### src/rtl/arb_req_client.sv
// ---------------------------------------------------------------------------
// arb_req_client
//
// Requesting client for one input of a fixed-priority arbiter. A job is
// started with start/burst_len in IDLE. The client then raises req, waits for
// ownership (first grant), and consumes burst_len+1 beats. A beat is consumed
// in every XFER cycle where grant is high. One REL cycle with req low follows
// the last beat, and done is pulsed in that cycle.
//
// Optional feature (macro ARB_REQ_CLIENT_TIMEOUT_EN): if the job waits too
// long for its first grant, it is abandoned. The client then goes through REL
// with abort pulsed instead of done.
//
// Parameters
//   BURST_W   width of burst_len (beat count minus one)
//   TIMEOUT   consecutive ungranted WAIT cycles before abort (2..255)
//
// Ports
//   clk         clock, rising edge
//   rst         asynchronous active-high reset
//   start       job request, sampled in IDLE only
//   burst_len   beats minus one, sampled with start
//   req         registered request into the arbiter
//   grant       arbiter grant for this client (combinational from req)
//   beat_valid  XFER & grant: a beat is consumed this cycle
//   busy        high in every state except IDLE
//   done        one-cycle pulse in REL after a completed job
//   abort       one-cycle pulse in REL after a timeout
//   state_dbg   current FSM state (0 IDLE, 1 WAIT, 2 XFER, 3 REL)
//
// Handshake: req is held high from WAIT through the last XFER beat. A cycle
// with req=1 and grant=1 in WAIT transfers ownership and moves no data. A
// cycle with req=1 and grant=1 in XFER moves exactly one beat. grant=0 in XFER
// is preemption: nothing moves, and req stays up.
// ---------------------------------------------------------------------------
module arb_req_client #(
   parameter int BURST_W = 4,
   parameter int TIMEOUT = 16
) (
   input  logic               clk,
   input  logic               rst,
   input  logic               start,
   input  logic [BURST_W-1:0] burst_len,
   output logic               req,
   input  logic               grant,
   output logic               beat_valid,
   output logic               busy,
   output logic               done,
   output logic               abort,
   output logic [1:0]         state_dbg
);

   typedef enum logic [1:0] {
      st_idle = 2'd0,
      st_wait = 2'd1,
      st_xfer = 2'd2,
      st_rel  = 2'd3
   } state_t;

   state_t           state, state_nxt;
   // One extra bit so that burst_len = all-ones yields 2^BURST_W without wrapping.
   logic [BURST_W:0] beats, beats_nxt;
   logic             req_nxt;

`ifdef ARB_REQ_CLIENT_TIMEOUT_EN
   logic [7:0]       wcnt, wcnt_nxt;
   logic             rel_abort, rel_abort_nxt;
   logic             timeout_hit;

   assign timeout_hit = (wcnt == 8'(TIMEOUT - 1));
`endif

   always_ff @(posedge clk or posedge rst) begin
      if (rst) begin
         state     <= st_idle;
         beats     <= '0;
         req       <= 1'b0;
`ifdef ARB_REQ_CLIENT_TIMEOUT_EN
         wcnt      <= '0;
         rel_abort <= 1'b0;
`endif
      end else begin
         state     <= state_nxt;
         beats     <= beats_nxt;
         req       <= req_nxt;
`ifdef ARB_REQ_CLIENT_TIMEOUT_EN
         wcnt      <= wcnt_nxt;
         rel_abort <= rel_abort_nxt;
`endif
      end
   end

   always_comb begin
      state_nxt     = state;
      beats_nxt     = beats;
`ifdef ARB_REQ_CLIENT_TIMEOUT_EN
      wcnt_nxt      = wcnt;
      rel_abort_nxt = rel_abort;
`endif
      case (state)
         st_idle: begin
            if (start) begin
               beats_nxt     = {1'b0, burst_len} + (BURST_W + 1)'(1);
               state_nxt     = st_wait;
`ifdef ARB_REQ_CLIENT_TIMEOUT_EN
               wcnt_nxt      = '0;
               rel_abort_nxt = 1'b0;
`endif
            end
         end
         st_wait: begin
            if (grant) begin
               state_nxt = st_xfer;
            end
`ifdef ARB_REQ_CLIENT_TIMEOUT_EN
            else if (timeout_hit) begin
               state_nxt     = st_rel;
               rel_abort_nxt = 1'b1;
            end else begin
               wcnt_nxt = wcnt + 8'd1;
            end
`endif
         end
         st_xfer: begin
            // Preemption (grant low) simply holds everything.
            if (grant) begin
               beats_nxt = beats - (BURST_W + 1)'(1);
               if (beats == (BURST_W + 1)'(1)) state_nxt = st_rel;
            end
         end
         st_rel: begin
            state_nxt = st_idle;
         end
         default: begin
            state_nxt = st_idle;
         end
      endcase
      // req is registered: it is computed from the state being entered.
      req_nxt = (state_nxt == st_wait) || (state_nxt == st_xfer);
   end

   assign beat_valid = (state == st_xfer) && grant;
   assign busy       = (state != st_idle);
   assign state_dbg  = state;

`ifdef ARB_REQ_CLIENT_TIMEOUT_EN
   assign done  = (state == st_rel) && !rel_abort;
   assign abort = (state == st_rel) &&  rel_abort;
`else
   assign done  = (state == st_rel);
   assign abort = 1'b0;
`endif

endmodule

### config.mk
export PLATFORM = sky130hd
export DESIGN_NAME = arb_req_client
export DESIGN_NICKNAME = d
export VERILOG_FILES = /design/src/rtl/arb_req_client.sv
export SDC_FILE = /design/constraint.sdc
export NUM_CORES = 1
export LEC_CHECK = 0
export ABC_CLOCK_PERIOD_IN_PS = 1400
export BUFFER_PORTS_ARGS = -buffer_cell sky130_fd_sc_hd__buf_2
export CAP_MARGIN = 20
export CORE_MARGIN = 2
export CORE_UTILIZATION = 40
export DETAILED_ROUTE_END_ITERATION = 6
export PLACE_DENSITY = 0.64
export SLEW_MARGIN = 0
export SYNTH_ARGS = -nofsm -noshare
export SYNTH_HDL_FRONTEND = slang
export SYNTH_SLANG_ARGS = --single-unit
export TNS_END_PERCENT = 5
### constraint.sdc
create_clock -name clk -period 1.4 [get_ports clk]
set_input_delay 0.07 -clock clk [delete_from_list [all_inputs] [get_ports clk]]
set_output_delay 0.07 -clock clk [all_outputs]
set_load 0.01 [all_outputs]
# Yosys cells after proc, flatten, opt, wreduce, memory -nomap -nowiden
# Cells that the tools add are included.
# op_classes
addsub	2
muxes	8
n_reduce_logical	6
n_eq_ne	8
# ops
cell	count
$mux 5	2
$pmux 5 s2	1
$mux 2	4
$pmux 2 s4	1
$eq 2x2->1 const B	3
$add 4x1->5 const B	1
$eq 5x1->1 const B	1
$sub 5x1->5 const B	1
$eq 2x1->1 const B	2
$ne 2x2->1 const B	2
$reduce_bool 2->1	2
$reduce_and 3->1	1
$logic_not 2->1	1
$logic_and 1x1->1	1
$logic_or 1x1->1	1
# word_totals
reg_bits	8
out_inout_bits	7
input_bits	8
word_cells	27

# Longest topological paths before layout
# logic_depth
ltp_word	6
ltp_mapped	5

# Worst setup path before layout
# Ideal clock, no wire load.
# synth_timing
path_kind	register to register
startpoint	reg beats[0]
endpoint	reg beats[4]
arrival_ns	1.354
path_stages_with_launch	6
required_ns	1.271
path_slack_ns	-0.083
period_less_slack_ns	1.483
cell_sequence	dfrtp_1 -> inv_1 -> ha_1 -> or3b_2 -> a211oi_1 -> o22ai_1
# synth_via
elab_chain_len	3
# synth_rtl
element	line	rtl
start: declaration	62	logic [BURST_W:0] beats, beats_nxt;
start signal: assignment	84	beats <= beats_nxt;
$sub 5x1->5	127	beats_nxt = beats - (BURST_W + 1)'(1);
$mux 5	126	if (grant) begin
$pmux 5 s2	100	case (state)
# No other way between the ends. The select of a mux whose other input is x is not followed.
# A chain may end at the register's enable or synchronous reset.

# Final worst setup path
# layout_timing
startpoint	reg beats[1]
endpoint	reg beats[4]
# The elaborated chain is that of the path after synthesis.

==> metrics.txt <==
status complete, no violations; diode count 0; DR iter-0 viols 10; Switch Pwr 0.619 mW; largest net degree at the start of global routing 15; worst setup path start beats[1]; peak supply drop 1.01 mV; port bufs 13; final worst slack 36.9 ps; Commonest cells post-synth dfrtp_1 (8), inv_1 (5), o21ai_0 (4); Hold/Removal Path Class input port to register; Yosys Warn Count 0; top post-synthesis cells by area dfrtp_1 (37%), ha_1 (6.9%), o21ai_0 (3.7%), and2_1 (3.5%), inv_1 (3.5%); combinational power share 0.555; compound-gate portion of the synthesized area 0.207; H-tree depth 1; GP Congestion 0.765; critical path's slowest cell dfrtp_1; number of core rows 13; core area 1280 um^2; DRC violations left 0; WS Path Type register to register; drt pass-1 iters 4; num ports 15; worst reg2reg path startpoint beats[1]; Core Util, Final 0.557; fillers 120; first-pass GRT wire length 2060 um; root buf cell clkbuf_4; area of the multi-input gates 335 um^2; pre-CTS setup slack -5.22 ps; placed instance area 658 um^2; unrepaired setup endpoints after global routing true; synth unique cells 35; Final Hold Violating Endpoints 0; Layout area overhead 31.8%; Final Cycle Share 0.974; Period minus WS final 1360 ps; Cell Area, Synth 543 um^2; post-synthesis mux area share 0.0184; chip width 40.8 um; post-synthesis area per instance 9.05 um^2; Seq cells post-synth 8; drt via density 5.55; EDFF count, synth 0; setup_tns 0 ps; die footprint 1670 um^2; # clock sinks 8; Post-DP HPWL 993 um; type of origin of the critical path register; required time worst endpoint 1540 ps; CTS Buffer Depth 2; CTS tree done; initial antenna violation count 0; Die Y 40.8 um; main combinational cell family by area after synthesis simple AND/OR/NAND/NOR gates; clk_skew 13.3 ps; Critical Path, Cell by Cell inv_2, ha_4, or3b_4, a211oi_2, o22ai_1; DR WL/cell 14.3 um; vias 527; Max stage delay on crit path 400 ps; min-delay src start; Synth Area in XOR/XNOR 0.0323; endpoints failing setup 0; FF/Latch Area 200 um^2; Overflow after GRT 0; clock transition at the registers of the reported paths 60 ps; Internal Power 0.842 mW; total CTS buffers 3; aggregate global-route resource usage 0.195; Max Cap Violations 0; Routed Wire Length 1360 um; Syn Nets 71; Clk pwr share 0.125; sequential group share of total power 0.319; fin nets 93; Net Sw Frac 0.423; Syn Inst Count 60; share of layout cells above drive strength 1 0.350; post-synthesis sequential area ratio 0.369; top-area cell type share of the netlist area 0.369; Post-synth top flop dfrtp_1; P_leak 0.334 nW; post-synthesis adder-cell area fraction 0.0691; ANT nets after route 0; PwrDens 2040 nW/um^2; Simple-Gate Fraction of Synth Area 0.233; initial core utilization 0.423; vias in the first global route 478; CP arrival 1510 ps; Pins Over Slew Limit 0; Skew-Pair Late Insertion Delay 260 ps; Fmax 734 MHz; Finished Cell Area 716 um^2; most frequent cell after synthesis dfrtp_1; cell taking the most area after synthesis dfrtp_1; Async SR Flop Fraction 1.00; crit path capture type register; critical path peak fanout 3
[layout make-up]
class | count | share of cell area
flip-flops and latches | 8 | 0.280
well taps | 15 | 0.0262
multi-input cells | 44 | 0.469
clock buffers | 3 | 0.0315
repair buffers | 20 | 0.168
inverters | 5 | 0.0262
[registers in the layout, summed over array words and instances (netlist names)]
signal,flops
beats,5
req,1
state_dbg,2
[metal layers]
metal	vias up	global-route usage	wire [um]
met4	0	0.100	24
met3	4	0.0326	49
met5	-	0	0
met2	9	0.316	673
met1	254	0.243	611
li1	260	-	-
[per-stage QoR]
| stage | cells | total power, mW | hold WS [ps] |
|---|---|---|---|
| 6_report | 95 | 1.46 | 140 |
| 5_1_grt | 95 | 1.60 | 145 |
| 4_1_cts | 94 | 1.41 | 133 |
| 3_5_place_dp | 90 | 1.21 | 45.8 |
| 3_3_place_gp | 90 | 1.20 | 32.0 |
| 2_1_floorplan | 60 | 0.912 | -114 |
[what timing repair did]
item	in CTS	in global routing
hold buffers	1	0
setup endpoints to repair	2	5
resized for setup	2	2
hold endpoints to repair	8	0
buffers inserted	0	1
[power by group through the flow]
stage	Combinational [mW]	Clock [mW]	Sequential, mW
5_1_grt	0.917	0.205	0.482
3_3_place_gp	0.743	0	0.456
3_5_place_dp	0.747	0	0.460
2_1_floorplan	0.456	0	0.456
6_report	0.811	0.183	0.466
4_1_cts	0.756	0.190	0.462
[worst max-delay path: cells and delay by family (launching register included)]
| kind | cells | cell delay [ps] |
|---|---|---|
| compound gates | 2 | 270 |
| fa+ha+maj | 1 | 120 |
| buf+inv | 1 | 80 |
| flops | 1 | 400 |
| simple gates | 1 | 360 |
[worst paths after layout]
kind,end,slack (ps),depth (start not counted)
max,beats[4],40,5
min,req,140,3
max reg2reg,beats[4],40,5
min reg2reg,beats[4],540,2
max in group asynchronous,req,840,3
min in group asynchronous,state_dbg[0],300,3
[cells in the final DEF (no fill, tap or decap), types with 3 or more instances in the layout]
cell type  count
and2_1         3
buf_2         13
buf_4          6
clkbuf_4       3
dfrtp_1        8
inv_1          4
o21ai_0        4
[cell families (layout without fill, tap and decap cells)]
family                     after synthesis  after routing
AOI/OAI and AO/OA                       16             16
xor gates and xnor gates                 2              2
adders and majority gates                3              3
buffers and inverters                    8             28
DFF                                      8              8
muxes                                    1              1
other                                    1              1
and+or+nand+nor                         21             21
(Power assumes the default switching activity.)
